--- config.mk ---
export PLATFORM = sky130hd
export DESIGN_NAME = inst_stream_encoder
export DESIGN_NICKNAME = d
export VERILOG_FILES = /design/src/rtl/inst_stream_encoder.sv
export SDC_FILE = /design/constraint.sdc
export NUM_CORES = 1
export LEC_CHECK = 0
export BUFFER_PORTS_ARGS = -buffer_cell sky130_fd_sc_hd__buf_4
export CAP_MARGIN = 20
export CORE_MARGIN = 2
export CORE_UTILIZATION = 54
export DETAILED_ROUTE_END_ITERATION = 7
export PLACE_DENSITY_LB_ADDON = 0.1
export SLEW_MARGIN = 20
export SYNTH_ARGS = -nofsm -noshare
export SYNTH_HDL_FRONTEND = slang
export SYNTH_SLANG_ARGS = --single-unit
export TNS_END_PERCENT = 50
--- constraint.sdc ---
create_clock -name clk -period 2.7 [get_ports clk]
set_input_delay 0.27 -clock clk [delete_from_list [all_inputs] [get_ports clk]]
set_output_delay 0.27 -clock clk [all_outputs]
set_load 0.005 [all_outputs]
--- src/rtl/inst_stream_encoder.sv ---
// Packs field-level instruction requests into RV32I words and streams them into
// instruction memory, one slot per request, closing the program with a halt pair.
module inst_stream_encoder #(
  parameter int          IMEM_ADDR_W = 10,
  parameter logic [31:0] BASE_ADDR   = 32'h0
) (
  input  logic                   clk,
  input  logic                   reset,
  input  logic                   req_valid,
  output logic                   req_ready,
  input  logic [3:0]             req_kind,
  input  logic [2:0]             req_funct3,
  input  logic [6:0]             req_funct7,
  input  logic [4:0]             req_rd,
  input  logic [4:0]             req_rs1,
  input  logic [4:0]             req_rs2,
  input  logic [31:0]            req_imm,
  output logic                   imem_we,
  output logic [31:0]            imem_addr,
  output logic [31:0]            imem_wdata,
  output logic [IMEM_ADDR_W:0]   inst_count,
  output logic                   done,
  output logic                   bad_kind
);
  localparam int CW = IMEM_ADDR_W + 1;
  // Two slots stay free so the halt pair always fits.
  localparam logic [CW-1:0] SLOT_LIMIT = CW'(2**IMEM_ADDR_W - 2);

  localparam logic [3:0] K_ARITH     = 4'd0;
  localparam logic [3:0] K_ARITH_IMM = 4'd1;
  localparam logic [3:0] K_LOAD      = 4'd2;
  localparam logic [3:0] K_STORE     = 4'd3;
  localparam logic [3:0] K_BRANCH    = 4'd4;
  localparam logic [3:0] K_JAL       = 4'd5;
  localparam logic [3:0] K_JALR      = 4'd6;
  localparam logic [3:0] K_ECALL     = 4'd7;
  localparam logic [3:0] K_FINISH    = 4'd8;

  localparam logic [6:0] OP_R      = 7'b0110011;
  localparam logic [6:0] OP_I      = 7'b0010011;
  localparam logic [6:0] OP_LOAD   = 7'b0000011;
  localparam logic [6:0] OP_STORE  = 7'b0100011;
  localparam logic [6:0] OP_BRANCH = 7'b1100011;
  localparam logic [6:0] OP_JAL    = 7'b1101111;
  localparam logic [6:0] OP_JALR   = 7'b1100111;

  localparam logic [31:0] HALT_LI_WORD = 32'h00A00893;
  localparam logic [31:0] ECALL_WORD   = 32'h00000073;

  typedef enum logic [2:0] {S_IDLE, S_WRITE, S_HALT_LI, S_HALT_EC, S_DONE} state_t;
  state_t state, state_nxt;

  logic        accept, is_finish, is_bad, is_shift;
  logic [31:0] enc, slot_addr;
  logic        unused_imm;

  assign unused_imm = ^req_imm[31:21];
  assign is_finish  = (req_kind == K_FINISH);
  assign is_bad     = (req_kind > K_FINISH);
  assign is_shift   = (req_funct3 == 3'b001) || (req_funct3 == 3'b101);
  assign req_ready  = reset && (state == S_IDLE) &&
                      (is_finish || (inst_count < SLOT_LIMIT));
  assign accept     = req_valid && req_ready;
  assign slot_addr  = BASE_ADDR + 32'({inst_count, 2'b00});

  always_comb begin
    enc = 32'h0;
    case (req_kind)
      K_ARITH:     enc = {req_funct7, req_rs2, req_rs1, req_funct3, req_rd, OP_R};
      K_ARITH_IMM: enc = is_shift ?
                         {req_funct7, req_imm[4:0], req_rs1, req_funct3, req_rd, OP_I} :
                         {req_imm[11:0], req_rs1, req_funct3, req_rd, OP_I};
      K_LOAD:      enc = {req_imm[11:0], req_rs1, req_funct3, req_rd, OP_LOAD};
      K_STORE:     enc = {req_imm[11:5], req_rs2, req_rs1, req_funct3, req_imm[4:0], OP_STORE};
      K_BRANCH:    enc = {req_imm[12], req_imm[10:5], req_rs2, req_rs1, req_funct3,
                          req_imm[4:1], req_imm[11], OP_BRANCH};
      K_JAL:       enc = {req_imm[20], req_imm[10:1], req_imm[11], req_imm[19:12], req_rd, OP_JAL};
      K_JALR:      enc = {req_imm[11:0], req_rs1, 3'b000, req_rd, OP_JALR};
      K_ECALL:     enc = ECALL_WORD;
      default:     enc = 32'h0;
    endcase
  end

  always_comb begin
    state_nxt = state;
    case (state)
      S_IDLE:    if (accept) begin
                   if (is_finish)   state_nxt = S_HALT_LI;
                   else if (!is_bad) state_nxt = S_WRITE;
                 end
      S_WRITE:   state_nxt = S_IDLE;
      S_HALT_LI: state_nxt = S_HALT_EC;
      S_HALT_EC: state_nxt = S_DONE;
      S_DONE:    state_nxt = S_DONE;
      default:   state_nxt = S_IDLE;
    endcase
  end

  always_ff @(posedge clk) begin
    if (!reset) state <= S_IDLE;
    else        state <= state_nxt;
  end

  // Write port is registered: the strobe cycle is the one after acceptance,
  // and the slot is counted at the edge that ends it.
  always_ff @(posedge clk) begin
    if (!reset) begin
      imem_we    <= 1'b0;
      imem_addr  <= BASE_ADDR;
      imem_wdata <= 32'h0;
      inst_count <= '0;
      done       <= 1'b0;
      bad_kind   <= 1'b0;
    end else begin
      imem_we <= 1'b0;
      case (state)
        S_IDLE: if (accept) begin
          if (is_bad) begin
            bad_kind <= 1'b1;
          end else begin
            imem_we    <= 1'b1;
            imem_addr  <= slot_addr;
            imem_wdata <= is_finish ? HALT_LI_WORD : enc;
          end
        end
        S_WRITE: inst_count <= inst_count + 1'b1;
        S_HALT_LI: begin
          inst_count <= inst_count + 1'b1;
          imem_we    <= 1'b1;
          imem_addr  <= imem_addr + 32'd4;
          imem_wdata <= ECALL_WORD;
        end
        S_HALT_EC: begin
          inst_count <= inst_count + 1'b1;
          done       <= 1'b1;
        end
        default: ;
      endcase
    end
  end
endmodule

-- Yosys cells after proc, flatten, opt, wreduce, memory -nomap -nowiden
Cells that the tools add are included.
- add/subtract/negate cells: 2
- $mul: 0
- divide/modulo/power cells: 0
- magnitude comparators: 2
- eq/ne operators: 17
- shift-type cells: 0
- mux-type cells: 16
- bitwise operators: 0
- reductions and logical operators: 13
- operators by type and width (operator ; count):
    one-hot mux 32 bit (8 select lines) ; 1
    2-to-1 mux 32 bit ; 6
    one-hot mux 32 bit (2 select lines) ; 2
    adder 32 x 3 -> 32 bit (second input constant) ; 1
    equality test 4 x 3 -> 1 bit (second input constant) ; 4
    adder 11 x 1 -> 11 bit (second input constant) ; 1
    < comparator 11 x 10 -> 1 bit (second input constant) ; 1
    2-to-1 mux 3 bit ; 3
    one-hot mux 3 bit (3 select lines) ; 1
    equality test 4 x 2 -> 1 bit (second input constant) ; 2
    equality test 3 x 1 -> 1 bit (second input constant) ; 2
    equality test 3 x 2 -> 1 bit (second input constant) ; 2
    equality test 3 bit (second input constant) ; 2
    AND reduction 3 bit ; 2
    equality test 4 x 1 -> 1 bit (second input constant) ; 1
    equality test 4 bit (second input constant) ; 1
    greater-than comparator 4 bit (second input constant) ; 1
    logical NOT 4 bit ; 1
    inequality test 2 bit (second input constant) ; 2
    logical AND 1 bit ; 3
    logical NOT 3 bit ; 1
    inequality test 3 bit (second input constant) ; 1
    OR reduction 3 bit ; 1
    logical OR 1 bit ; 2
    other kinds (5) ; 6
- flip-flop bits (word level): 81
- latch bits: 0
- RAM bits: 0
- ROM bits: 0
- bits of input ports: 64
- word-level logic and storage cells: 57
- memories kept: 0

-- Depth between registers and ports, before layout
- depth after elaboration: 8
- gate-level depth with buffers: 8
- gate-level depth less buffers: 5

-- Worst setup path before layout
Ideal clock, no wire load.
- path kind: reg-to-reg
- from: register imem_addr[12]
- to: register imem_addr[30]
- library setup time: 0.120 ns
- data arrival time: 1.614 ns
- setup slack: 0.966 ns
- cell stages (with the launch flop): 7
- path buffers: 1
- clock period less this slack: 1.734 ns
- cell sequence: dfxtp_1 > nand4_2 > nor4_4 > buf_6 > nand3_2 > o211a_1 > a211o_1
- longest elaborated chain between the ends: 2
- ends and longest elaborated chain (element ; RTL line ; source):
    start: declaration ; 19 ; output logic [31:0] imem_addr,
    start signal: assignment ; 122 ; imem_addr <= slot_addr;
    start signal: assignment ; 130 ; imem_addr <= imem_addr + 32'd4;
    adder 32 x 3 -> 32 bit ; 130 ;
    one-hot mux 32 bit (2 select lines) ; 116 ; case (state)
No other way between the ends.
A chain may end at the register's enable or synchronous reset.

-- Worst setup path in the final report
- from: register inst_count[5]
- to: register imem_addr[4]
- longest elaborated chain between the ends: 6
- ends and longest elaborated chain (element ; RTL line ; source):
    start: declaration ; 21 ; output logic [IMEM_ADDR_W:0] inst_count,
    start signal: assignment ; 126 ; S_WRITE: inst_count <= inst_count + 1'b1;
    start signal: assignment ; 128 ; inst_count <= inst_count + 1'b1;
    start signal: assignment ; 134 ; inst_count <= inst_count + 1'b1;
    < comparator 11 x 10 -> 1 bit ; 62 ; (is_finish || (inst_count < SLOT_LIMIT));
    logical OR 1 bit ; 62 ;
    logical AND 1 bit ; 61 ; assign req_ready = reset && (state == S_IDLE) &&
    logical AND 1 bit ; 63 ; assign accept = req_valid && req_ready;
    inequality test 2 bit (no line) ; -- ;
    AND reduction 3 bit (no line) ; -- ;
No other way between the ends.

==> impl_metrics.toml <==
[clock_network]
cts.clk_slew.worst_paths_ps = 80
cts_num_sinks = 78
cts_buffers = 9
cts_tree = "built"
postCtsSetupBuffers = 0
htreeDepth = 3
root_buffer = "clkbuf_8"
ctsResizeCount = 0
clkLatencyLatePin_ps = 350
hold_buffers = 0
clock_path_buffers = 2

[finish]
final_area_um2 = 5330
area_growth_pct = 27.7
diodes = 0
nNetsFinal = 656
fillers = 630
layout-drive-gt1-share = 0.285

[logic_synthesis]
ys_warn_count = 0
netlist_area_um2 = 4170
synth-edff-count = 0
ys_ff_latch = 78
seq_area_frac_synth = 0.375
ys.flop_type = "dfxtp_1"
async_flop_share = 0
synthCells = 483
synth_cell_type_count = 70
syn_area_per_cell_um2 = 8.63

[floorplan]
die_width_um = 91.9
coreArea_um2 = 7610
design.die.area_um2 = 8440
die_h_um = 91.9
rows = 32
initial_core_util = 0.548
io_pins = 143

[timing]
fmax_mhz = 484
rsz0062_at_grt = "no"
setup_violations = 0
slew_violations = 0
finalSetupTns_ps = 0
period_share = 0.766
finalClockSkew_ps = 9.37
tightest_slew_ps = 664
hold_viol = 0
slew_headroom = 0.554
finalCriticalPeriod_ps = 2070

[flow_run]
maxCapViolations = 0

[power_and_ir_drop]
p_int_mw = 1.86
p_per_area_nw_per_um2 = 466
sequentialPowerShare = 0.486
swShare = 0.251
clock_power_share = 0.380
combPwrFrac = 0.134
p_sw_mw = 0.624
ir_drop_v = 0.000317
p_leak_nw = 2.21

[detailed_routing]
vias_per_cell = 6.09
post-route-drc-count = 0
wl_per_cell_um = 16.0
drt_iter0_markers = 214
vias = 4239
drt-total-wl_um = 11100
dr.pass1.iters = 4
final_antenna_net_count = 0

[setup_path]
r2r_slack_ps = 630
crit_type = "reg -> reg"
required_ps = 2920
arrival_ps = 2290
end_kind = "register"
crit_fanout = 12
crit_path_start_kind = "register"

[grt]
grt_util_all_layers = 0.262
grt_max_degree = 32
grt_pass1_vias = 3894
antenna_found_initial = 0
grt-ovfl-total = 0
grt_pass1_wl_um = 18200

[outcome]
status = "complete, no violations"

[place]
postPlaceCellArea_um2 = 5110
hpwl_um = 7970
gp_congestion = 0.855
io_buffers = 129

[worst_hold_path]
hold_path.class = "in -> reg"
## path summary, 6_finish.rpt
kind / cells after the start / to / startpoint
worst min register to register: 2 / imem_wdata[24]$_SDFFE_PN0P_ / imem_wdata[24]$_SDFFE_PN0P_
worst max-delay path: 6 / imem_addr[4]$_SDFFE_PN0P_ / inst_count[5]$_SDFFE_PN0P_
worst min-delay path: 3 / imem_wdata[19]$_SDFFE_PN0P_ / req_rs1[4]
worst max register to register: 6 / imem_addr[4]$_SDFFE_PN0P_ / inst_count[5]$_SDFFE_PN0P_
## synth_stat cells, types with 3 or more instances
cell,instances,area [µm²]
a31oi_1,4,25.0
a22o_1,6,52.6
a41oi_1,5,43.8
a21oi_1,29,145
o211ai_1,5,37.5
clkbuf_1,18,67.6
o2bb2ai_1,16,140
a311oi_1,9,78.8
o21ai_1,3,15.0
nor2b_1,5,31.3
buf_6,4,45.0
nor4_1,3,18.8
buf_1,3,11.3
nor3_1,12,60.1
nand2_1,32,120
and4_1,4,35.0
nor2_1,30,113
nand3_1,23,115
a211oi_1,9,67.6
inv_1,15,56.3
dfxtp_1,78,1560
a22oi_1,6,45.0
o21ai_0,8,40.0
and3_1,10,62.6
mux2i_1,7,70.1
xnor2_1,3,26.3
a221oi_1,11,96.3
or3_1,4,25.0
and2_1,7,43.8
xor2_1,12,105
nor3b_1,9,67.6
a211o_1,5,43.8
buf_2,14,70.1
buf_4,4,30.0
nand4_1,21,131
## kinds of logic after synthesis
family	synth area share
AO/OA/AOI/OAI	0.263
flip-flops	0.375
other	0.000899
adder cells (fa/ha/maj)	0.00600
multiplexers	0.0195
XOR/XNOR	0.0315
AND/OR/NAND/NOR	0.236
buffers and inverters	0.0693
## power groups by stage
| stage | clock network (mW) | registers (mW) | logic, mW |
|---|---|---|---|
| after floorplan | 0 | 1.23 | 0.183 |
| after CTS | 0.948 | 1.21 | 0.333 |
| after detailed placement | 0 | 1.23 | 0.332 |
| after global routing | 0.998 | 1.21 | 0.366 |
| after global placement | 0 | 1.23 | 0.323 |
| final | 0.943 | 1.21 | 0.334 |
## final cells by class
cell class | instances | area, µm² | area share
clock inverters | 4 | 72.6 | 0.0136
clock buffers | 11 | 131 | 0.0247
inverters | 16 | 60.1 | 0.0113
multi-input cells | 346 | 2330 | 0.437
flip-flops and latches | 78 | 1560 | 0.293
repair buffers | 139 | 1040 | 0.196
well taps | 102 | 128 | 0.0240
## registers in the layout, summed over array words and instances (netlist names)
signal      cells
imem_we         1
state           3
bad_kind        1
inst_count     11
imem_wdata     31
done            1
imem_addr      30
## placed cells by master (no fill, tap or decap), types with 3 or more instances in the layout
cell | synthesis | layout
a211o_1 | 5 | 5
a211oi_1 | 9 | 9
a21oi_1 | 29 | 29
a221oi_1 | 11 | 11
a22o_1 | 6 | 6
a22oi_1 | 6 | 6
a311oi_1 | 9 | 9
a31oi_1 | 4 | 4
a41oi_1 | 5 | 5
and2_1 | 7 | 7
and3_1 | 10 | 10
and4_1 | 4 | 4
buf_4 | 4 | 139
clkbuf_8 | 0 | 9
dfxtp_1 | 78 | 78
inv_1 | 15 | 15
mux2i_1 | 7 | 7
nand2_1 | 32 | 32
nand3_1 | 23 | 23
nand4_1 | 21 | 21
nor2_1 | 30 | 30
nor2b_1 | 5 | 5
nor3_1 | 12 | 12
nor3b_1 | 9 | 9
o211ai_1 | 5 | 5
o21ai_0 | 8 | 8
o21ai_1 | 3 | 3
o2bb2ai_1 | 16 | 16
or3_1 | 4 | 4
xnor2_1 | 3 | 3
xor2_1 | 12 | 12
## per-stage QoR
| stage | util | instances | total power, mW | worst slack (ps) | hold WS (ps) |
|---|---|---|---|---|---|
| 2_1_floorplan | - | 484 | 1.41 | 966 | 411 |
| 3_3_place_gp | 0.672 | 681 | 1.56 | 484 | 446 |
| 3_5_place_dp | 0.672 | 681 | 1.56 | 470 | 453 |
| 4_1_cts | 0.699 | 696 | 2.49 | 633 | 183 |
| 5_1_grt | 0.700 | 696 | 2.57 | 480 | 187 |
| 6_report | 0.700 | 696 | 2.48 | 632 | 181 |
## layer usage
metal  routed length, µm  GRT usage  up-vias
li1                    -          -     2044
met1                4730      0.334     2034
met2                5540      0.454      150
met3                 715     0.0501       11
met4                 123     0.0684        0
met5                   0          0        -
## critical path, stage by stage, from the launching register on
cell,delay (ps)
dfxtp_1,450
and4_1,280
a41oi_2,210
o211a_1,380
buf_4,230
a221oi_1,300
a21oi_1,100
Note: power is estimated with default switching activity, not from simulation.
